### src/rtl/ads1292_uart_packer_if.sv
// UART transmit word channel: 40-bit frame with a valid/ready handshake.
interface ads1292_uart_packer_if;
  logic [39:0] data;
  logic        valid;
  logic        ready;

  modport master (output data, output valid, input ready);
  modport slave  (input data, input valid, output ready);
endinterface

### src/rtl/ads1292_uart_packer.sv
// Validates ADS1292 RDATAC samples, queues them, and emits each one as a CH1/CH2
// pair of tagged 40-bit UART frames carrying a per-sample sequence number.
module ads1292_uart_packer #(
  parameter int         FIFO_DEPTH = 4,
  parameter logic [7:0] HDR_CH1    = 8'hC1,
  parameter logic [7:0] HDR_CH2    = 8'hC2,
  parameter int         DECIM      = 1
) (
  input  logic                        i_CLK,
  input  logic                        i_RST,
  input  logic                        i_ENABLE,
  input  logic [71:0]                 i_ADS1292_DATA_OUT,
  input  logic                        i_ADS1292_DATA_READY,
  ads1292_uart_packer_if.master       uart,
  output logic [4:0]                  o_LOFF_STAT,
  output logic [7:0]                  o_STATUS_ERR_CNT,
  output logic [7:0]                  o_DROP_CNT,
  output logic [$clog2(FIFO_DEPTH):0] o_FIFO_LEVEL
);
  localparam int AW = $clog2(FIFO_DEPTH);
  localparam logic [AW:0] FULL_LVL = (AW+1)'(FIFO_DEPTH);
  localparam logic [7:0]  DEC_LAST = 8'(DECIM - 1);

  typedef enum logic [1:0] {IDLE, SEND1, SEND2} state_t;

  state_t        state, state_d;
  logic          rdy_q;
  logic [7:0]    seq, dec_cnt;
  logic [55:0]   mem [FIFO_DEPTH];
  logic [AW-1:0] wr_ptr, rd_ptr;
  logic [AW:0]   level;
  logic [7:0]    hold_seq;
  logic [23:0]   hold_ch2;
  logic [39:0]   tx_data, data_d;
  logic          tx_valid, valid_d;
  logic          capture, status_ok, take, enq_req, enq, drop, pop;
  logic [55:0]   head;

  assign capture   = i_ADS1292_DATA_READY & ~rdy_q & i_ENABLE;
  assign status_ok = i_ADS1292_DATA_OUT[71:68] == 4'b1100;
  assign take      = capture & status_ok;
  assign enq_req   = take & (dec_cnt == 8'd0);
  // A pop in the same cycle frees a slot, so a full FIFO still accepts the write.
  assign enq       = enq_req & ((level != FULL_LVL) | pop);
  assign drop      = enq_req & ~enq;
  assign head      = mem[rd_ptr];

  assign uart.data    = tx_data;
  assign uart.valid   = tx_valid;
  assign o_FIFO_LEVEL = level;

  always_ff @(posedge i_CLK) begin
    if (enq) mem[wr_ptr] <= {seq, i_ADS1292_DATA_OUT[47:0]};
  end

  always_ff @(posedge i_CLK) begin
    if (i_RST) begin
      rdy_q            <= 1'b0;
      seq              <= '0;
      dec_cnt          <= '0;
      wr_ptr           <= '0;
      rd_ptr           <= '0;
      level            <= '0;
      o_LOFF_STAT      <= '0;
      o_STATUS_ERR_CNT <= '0;
      o_DROP_CNT       <= '0;
    end else begin
      rdy_q <= i_ADS1292_DATA_READY;
      if (capture && !status_ok && o_STATUS_ERR_CNT != 8'hFF)
        o_STATUS_ERR_CNT <= o_STATUS_ERR_CNT + 8'd1;
      if (take) begin
        o_LOFF_STAT <= i_ADS1292_DATA_OUT[67:63];
        dec_cnt     <= (dec_cnt == DEC_LAST) ? 8'd0 : dec_cnt + 8'd1;
      end
      if (drop && o_DROP_CNT != 8'hFF) o_DROP_CNT <= o_DROP_CNT + 8'd1;
      if (enq) begin
        wr_ptr <= wr_ptr + 1'b1;
        seq    <= seq + 8'd1;
      end
      if (pop) rd_ptr <= rd_ptr + 1'b1;
      case ({enq, pop})
        2'b10:   level <= level + 1'b1;
        2'b01:   level <= level - 1'b1;
        default: level <= level;
      endcase
    end
  end

  always_ff @(posedge i_CLK) begin
    if (i_RST) begin
      state    <= IDLE;
      tx_data  <= '0;
      tx_valid <= 1'b0;
      hold_seq <= '0;
      hold_ch2 <= '0;
    end else begin
      state    <= state_d;
      tx_data  <= data_d;
      tx_valid <= valid_d;
      if (pop) begin
        hold_seq <= head[55:48];
        hold_ch2 <= head[23:0];
      end
    end
  end

  always_comb begin
    state_d = state;
    data_d  = tx_data;
    valid_d = tx_valid;
    pop     = 1'b0;
    case (state)
      IDLE: if (level != '0) begin
        pop     = 1'b1;
        data_d  = {HDR_CH1, head[55:48], head[47:24]};
        valid_d = 1'b1;
        state_d = SEND1;
      end
      SEND1: if (tx_valid && uart.ready) begin
        data_d  = {HDR_CH2, hold_seq, hold_ch2};
        state_d = SEND2;
      end
      SEND2: if (tx_valid && uart.ready) begin
        valid_d = 1'b0;
        state_d = IDLE;
      end
      default: state_d = IDLE;
    endcase
  end
endmodule

### src/flat_wrapper.sv
// flat-port wrapper written by rule: the top's interface ports become plain ports
module ads1292_uart_packer_flat 
#(
  parameter int         FIFO_DEPTH = 4,
  parameter logic [7:0] HDR_CH1    = 8'hC1,
  parameter logic [7:0] HDR_CH2    = 8'hC2,
  parameter int         DECIM      = 1
)
  (i_CLK, i_RST, i_ENABLE, i_ADS1292_DATA_OUT, i_ADS1292_DATA_READY, o_LOFF_STAT, o_STATUS_ERR_CNT, o_DROP_CNT, o_FIFO_LEVEL, uart_data, uart_valid, uart_ready);
  ads1292_uart_packer_if uart_i ();
  input  logic i_CLK;
  input  logic i_RST;
  input  logic i_ENABLE;
  input  logic [71:0] i_ADS1292_DATA_OUT;
  input  logic i_ADS1292_DATA_READY;
  output logic [4:0] o_LOFF_STAT;
  output logic [7:0] o_STATUS_ERR_CNT;
  output logic [7:0] o_DROP_CNT;
  output logic [$clog2(FIFO_DEPTH):0] o_FIFO_LEVEL;
  output wire logic [$bits(uart_i.data)-1:0] uart_data;
  output wire logic [$bits(uart_i.valid)-1:0] uart_valid;
  input wire logic [$bits(uart_i.ready)-1:0] uart_ready;
  assign uart_data = uart_i.data;
  assign uart_valid = uart_i.valid;
  assign uart_i.ready = uart_ready;
  ads1292_uart_packer #(.FIFO_DEPTH(FIFO_DEPTH), .HDR_CH1(HDR_CH1), .HDR_CH2(HDR_CH2), .DECIM(DECIM)) u_core (.i_CLK(i_CLK), .i_RST(i_RST), .i_ENABLE(i_ENABLE), .i_ADS1292_DATA_OUT(i_ADS1292_DATA_OUT), .i_ADS1292_DATA_READY(i_ADS1292_DATA_READY), .uart(uart_i), .o_LOFF_STAT(o_LOFF_STAT), .o_STATUS_ERR_CNT(o_STATUS_ERR_CNT), .o_DROP_CNT(o_DROP_CNT), .o_FIFO_LEVEL(o_FIFO_LEVEL));
endmodule
### config.mk
export PLATFORM = sky130hd
export DESIGN_NAME = ads1292_uart_packer_flat
export DESIGN_NICKNAME = d
export VERILOG_FILES = /design/src/rtl/ads1292_uart_packer_if.sv /design/src/rtl/ads1292_uart_packer.sv /design/src/flat_wrapper.sv
export SDC_FILE = /design/constraint.sdc
export NUM_CORES = 1
export LEC_CHECK = 0
export CORE_ASPECT_RATIO = 1.25
export CORE_MARGIN = 1.5
export CORE_UTILIZATION = 45
export CTS_BUF_LIST = sky130_fd_sc_hd__clkbuf_16
export DETAILED_ROUTE_END_ITERATION = 7
export GPL_TIMING_DRIVEN = 0
export PLACE_DENSITY = 0.66
export SLEW_MARGIN = 20
export SYNTH_ARGS = -nofsm -noshare
export SYNTH_HDL_FRONTEND = slang
export SYNTH_SLANG_ARGS = --single-unit
### constraint.sdc
create_clock -name i_CLK -period 8.84 [get_ports i_CLK]
set_input_delay 1.326 -clock i_CLK [delete_from_list [all_inputs] [get_ports i_CLK]]
set_output_delay 1.326 -clock i_CLK [all_outputs]
set_load 0.005 [all_outputs]
Yosys cells after proc, flatten, opt, wreduce, memory -nomap -nowiden
Memories as Yosys holds them, arrays and structs flattened. A register that Yosys moved wholly into a read port is not among the register bits.
Index checks and enable logic that the tools add are counted.
{"block": "totals", "mem_count": 1, "mem_bits_rw": 224, "inputBits": 77, "register_bits": 120, "output_inout_bits": 65, "wordCells": 75}
{"block": "classes", "n_eq_ne": 11, "n_addsub": 8, "bitwise": 9, "n_mux": 18, "n_reduce_logical": 14}
{"memory": "u_core.mem", "words": 4, "word_bits": 56, "rd": 1, "rd_clocked_by_memory_dff": 1, "write_ports": 1, "line": "ads1292_uart_packer.sv:29", "source": "logic [55:0] mem [FIFO_DEPTH];"}
{"operator": "40-bit two-way mux", "count": 2}
{"operator": "40-bit one-hot mux with 2 select lines", "count": 1}
{"operator": "8-bit by 1-bit adder with 8-bit output (second input constant)", "count": 4}
{"operator": "8-bit inequality test (second input constant)", "count": 2}
{"operator": "2-bit two-way mux", "count": 5}
{"operator": "3-bit AND reduction", "count": 3}
{"operator": "8-bit logical NOT", "count": 1}
{"operator": "8-bit two-way mux", "count": 1}
{"operator": "1-bit bitwise AND", "count": 6}
{"operator": "1-bit two-way mux", "count": 6}
{"operator": "2-bit by 1-bit inequality test with 1-bit output (second input constant)", "count": 3}
{"operator": "2-bit one-hot mux with 3 select lines", "count": 1}
{"operator": "3-bit one-hot mux with 2 select lines", "count": 1}
{"operator": "2-bit nonzero test", "count": 3}
{"operator": "2-bit by 1-bit adder with 2-bit output (second input constant)", "count": 2}
{"operator": "2-bit by 1-bit equality test with 1-bit output (second input constant)", "count": 2}
{"operator": "2-bit equality test (second input constant)", "count": 2}
{"operator": "4-bit equality test (second input constant)", "count": 1}
{"operator": "1-bit logical AND", "count": 4}
{"operator": "3-bit by 1-bit adder with 3-bit output (second input constant)", "count": 1}
{"operator": "3-bit inequality test (second input constant)", "count": 1}
{"operator": "3-bit nonzero test", "count": 1}
{"operator": "3-bit by 1-bit subtractor with 3-bit output (second input constant)", "count": 1}
{"operator": "2-bit logical NOT", "count": 1}
{"operator": "4 further kinds", "count": 5}

Logic depth before layout (Yosys ltp)
{"block": "logic_depth", "ltp_word": 9, "ltp_mapped": 10, "mapped_depth_nobuf": 9}

Worst setup path before layout
No wires, ideal clock.
{"block": "synth_timing", "kind": "input to register", "startpoint": "in i_ADS1292_DATA_OUT[68]", "endpoint": "mem u_core.mem[0][0] (enable)", "setup_ns": 0.420, "path_buffers": 1, "slack_ns": 5.035, "arrival_ns": 3.385, "cell_stages": 4, "required_ns": 8.420, "path_cell_list": "and4bb_1 -> and4_1 -> buf_2 -> and3_1"}
{"block": "synth_between", "elab_chain_cells": 6}
{"item": "start, declared", "line": "flat_wrapper.sv:14", "source": "input logic [71:0] i_ADS1292_DATA_OUT;"}
{"item": "4-bit equality test", "line": "ads1292_uart_packer.sv:40", "source": "assign status_ok = i_ADS1292_DATA_OUT[71:68] == 4'b1100;"}
{"item": "1-bit bitwise AND", "line": "ads1292_uart_packer.sv:41", "source": "assign take = capture & status_ok;"}
{"item": "1-bit bitwise AND", "line": "ads1292_uart_packer.sv:42", "source": "assign enq_req = take & (dec_cnt == 8'd0);"}
{"item": "1-bit bitwise AND", "line": "ads1292_uart_packer.sv:44", "source": "assign enq = enq_req & ((level != FULL_LVL) | pop);"}
{"item": "1-bit two-way mux", "line": "ads1292_uart_packer.sv:53", "source": "if (enq) mem[wr_ptr] <= {seq, i_ADS1292_DATA_OUT[47:0]};"}
{"item": "1-bit two-way mux (implied by the code)", "line": "ads1292_uart_packer.sv:53"}
{"item": "end, declared", "line": "ads1292_uart_packer.sv:29"}
No other way between the ends.

Worst setup path after layout
{"block": "layout_timing", "startpoint": "in i_ADS1292_DATA_READY", "endpoint": "reg u_core.level[2] (netlist: u_core.o_FIFO_LEVEL[2])"}
{"block": "layout_between", "elab_chain_cells": 7, "elab_cells_between_ends": 9, "cone_classes": "2 x eq/ne; 1 x mux; 5 x bitwise; 1 x reduce/logical"}
{"item": "start, declared", "line": "flat_wrapper.sv:15", "source": "input logic i_ADS1292_DATA_READY;"}
{"item": "1-bit bitwise AND * (2 in a row)", "line": "ads1292_uart_packer.sv:39", "source": "assign capture = i_ADS1292_DATA_READY & ~rdy_q & i_ENABLE;"}
{"item": "1-bit bitwise AND *", "line": "ads1292_uart_packer.sv:41"}
{"item": "1-bit bitwise AND *", "line": "ads1292_uart_packer.sv:42"}
{"item": "1-bit bitwise AND *", "line": "ads1292_uart_packer.sv:44"}
{"item": "2-bit by 1-bit equality test with 1-bit output or 2-bit equality test (tied branches)", "line": "ads1292_uart_packer.sv:81", "source": "case ({enq, pop})"}
{"item": "3-bit one-hot mux with 2 select lines or 2-bit nonzero test (tied branches)"}
{"item": "end signal, assigned", "line": "ads1292_uart_packer.sv:82", "source": "2'b10: level <= level + 1'b1;"}
{"item": "end signal, assigned", "line": "ads1292_uart_packer.sv:83", "source": "2'b01: level <= level - 1'b1;"}
{"item": "end signal, assigned", "line": "ads1292_uart_packer.sv:84", "source": "default: level <= level;"}
{"item": "end, declared", "line": "ads1292_uart_packer.sv:31", "source": "logic [AW:0] level;"}
Every way passes the cells marked *; elsewhere a longest branch is shown, timed or not.
A chain may end at the register's enable or synchronous reset.

==> reports/qor.csv <==
metric,value,unit
Fin Setup TNS,0,ns
CP Capture Type,flip-flop,
share of cells above drive strength 1,13.8,%
Die ar.,0.0301,mm²
"Req. time, crit path",9.28,ns
# hold bufs at CTS,0,
Final WS setup,5.50,ns
worst slew pin tran,0.717,ns
"most common cell after layout, fill and taps aside",edfxtp_1,
initial core utilization,45.9,%
post-synthesis simple-gate area fraction,10.8,%
critical setup path kind,primary input to flip-flop,
adder-cell area share of the yosys netlist,1.02,%
Synth Instances,889,
pre-CTS setup slack,5.00,ns
Hold WC Path Type,flip-flop to flip-flop,
WP data arrival,3.78,ns
Clock Latency Late Sink,0.52,ns
Via Count,7633,
RSZ-0062 raised after global routing,no,
antenna violations before repair,0,
fmax,299,MHz
post-synthesis xor/xnor area fraction,1.94,%
CTS tree,done,
vias in the first global route,7882,
1st-pass router iterations,4,
Iteration-0 DRC Markers,458,
fin nets,1141,
"flops & latches, synth",341,
post-synthesis mux area share,10.4,%
"Seq/Total Area, Yosys",69.4,%
Placer Congestion,0.777,
Max Slew Vio Count,0,
max-cap violations,0,
mean number of vias per cell,5.32,
GRT Resource Usage Total,18.8,%
most frequent cells in the layout,"edfxtp_1, nand2_1, clkdlybuf4s50_1",
CTS max path bufs,3,
Slew HR,52.2,%
Final Skew,0.0189,ns
Synth Area in Compound Gates,4.12,%
H-tree depth,2,
# setup viols final,0,
crit path time final,3.34,ns
drt total wl,27900,µm
ANT cells,0,
Detail Route Antenna Nets,0,
estimated wirelength of the detail-placed design,18800,µm
IO Pins,142,
Die Ht,194,µm
CTS resizes,0,
largest net degree at the start of global routing,39,
CP max FO,10,
"Avg Cell Area, Syn",14.7,µm²
first-pass GRT wire length,43400,µm
total CTS buffers,35,
synth warn,0,
area delta synth->final,22.1,%
main combinational cell family by area after synthesis,simple AND/OR/NAND/NOR gates,
Post-CTS Setup Bufs,0,
status,completed,
# clock sinks,341,
Die Wd,155,µm
I/O Buffers,121,
Placement Rows,69,
Critical Path Source Type,primary input,
routed wire length per instance,19.4,µm
Util after Layout,56.0,%
Hold Fails Final Rpt,0,
mapped cell area,0.0131,mm²
final global-route overflow total,0,
crit share post-route,37.8,%
drt drc,0,
"Distinct cells, synth",45,
clock slew at reported path FFs,0.06,ns
Leak,5.34,nW
Root Buffer,clkbuf_16,
pwr dens,269,mW/mm²
core area,0.0285,mm²
VDD IR max,0.000165,V
[report_power, final]
part | internal (mW) | total [mW] | switching (mW)
combinational | 0.442 | 0.972 | 0.530
clock | 0.811 | 1.40 | 0.589
sequential | 1.83 | 1.92 | 0.0925
[critical path: stages]
cell and delay [ns]:
clkdlybuf4s50_1 0.48, and3b_1 0.30, and4_1 0.23, buf_2 0.23, nor2_1 0.08, fa_1 0.40
or3_1 0.39, and3b_1 0.19, nor3_1 0.15
[through the flow]
step           cell area [µm²]  power [mW]  hold slack (ns)  instances
2_1_floorplan            13100        2.54            0.437        892
3_3_place_gp             14700        2.92            0.443       1368
3_5_place_dp             14900        2.94            0.447       1372
4_1_cts                  16000        4.34            0.455       1436
5_1_grt                  16000        4.50            0.472       1436
6_report                 16000        4.29            0.454       1436
[final timing paths]
check | from | to | slack (ns) | depth (start not counted)
worst min-delay path | u_core.hold_ch2[4] | u_core.hold_ch2[4] | 0.45 | 2
worst max-delay path | i_ADS1292_DATA_READY | u_core.o_FIFO_LEVEL[2] | 5.50 | 9
worst min register to register | u_core.hold_ch2[4] | u_core.hold_ch2[4] | 0.45 | 2
worst max register to register | u_core.o_FIFO_LEVEL[2] | u_core.o_FIFO_LEVEL[2] | 5.99 | 7
[flip-flops by register name, summed over array words and instances, names as in the netlist, 2 cells and up, named ones only]
signal                   count
u_core.rd_ptr                2
u_core.hold_ch2             24
u_core.hold_seq              8
u_core.o_STATUS_ERR_CNT      8
u_core.mem                 224
u_core.state                 2
u_core.dec_cnt               8
u_core.o_DROP_CNT            8
u_core.o_FIFO_LEVEL          3
u_core.o_LOFF_STAT           5
u_core.seq                   8
u_core.wr_ptr                2
u_core.uart.data            35
[layout make-up]
class	instances	area [µm²]
buffer	58	280
multi-input combinational	487	3730
tap	355	444
fill	2306	12500
timing repair buffer	125	1320
clock inverter	29	214
clock buffer	35	876
inverter	6	22.5
sequential	341	9070
[kinds of logic after synthesis]
logic type                 count (synthesis)
other                                      1
and+or+nand+nor                          299
xor gates and xnor gates                  29
buffers and inverters                     64
muxes                                     66
AOI/OAI and AO/OA                         79
adders and majority gates                 10
DFF                                      341
[Yosys cell counts, drive strengths merged]
| cell type | count | area [µm²] |
|---|---|---|
| a21boi | 1 | 7.51 |
| a21oi | 42 | 210 |
| a311oi | 32 | 280 |
| and2 | 3 | 18.8 |
| and3 | 6 | 37.5 |
| and3b | 5 | 43.8 |
| and4 | 6 | 52.6 |
| and4bb | 1 | 12.5 |
| buf | 26 | 160 |
| clkbuf | 32 | 120 |
| conb | 1 | 3.75 |
| dfxtp | 117 | 2340 |
| edfxtp | 224 | 6730 |
| fa | 1 | 20.0 |
| ha | 9 | 113 |
| inv | 6 | 22.5 |
| mux2i | 10 | 100 |
| mux4 | 56 | 1260 |
| nand2 | 145 | 544 |
| nand2b | 2 | 12.5 |
| nand3 | 9 | 45.0 |
| nand3b | 1 | 7.51 |
| nand4 | 9 | 71.3 |
| nand4bb | 1 | 11.3 |
| nor2 | 84 | 320 |
| nor2b | 3 | 18.8 |
| nor3 | 10 | 55.1 |
| nor3b | 1 | 7.51 |
| nor4 | 9 | 93.8 |
| nor4b | 2 | 38.8 |
| o21ai | 2 | 10.0 |
| o31a | 1 | 8.76 |
| o31ai | 1 | 21.3 |
| or2b | 1 | 7.51 |
| or3 | 1 | 6.26 |
| xnor2 | 20 | 175 |
| xor2 | 9 | 78.8 |
[per-layer routing]
layer	vias to the layer above	GRT usage, %	routed length [µm]	part of all wire [%]
met5	-	0	0	0
met4	0	5.36	482	1.7
met3	33	2.78	1180	4.2
met2	166	32.8	14300	51
met1	3806	24.2	12000	43
li1	3628	-	-	-
(Power assumes the default switching activity.)
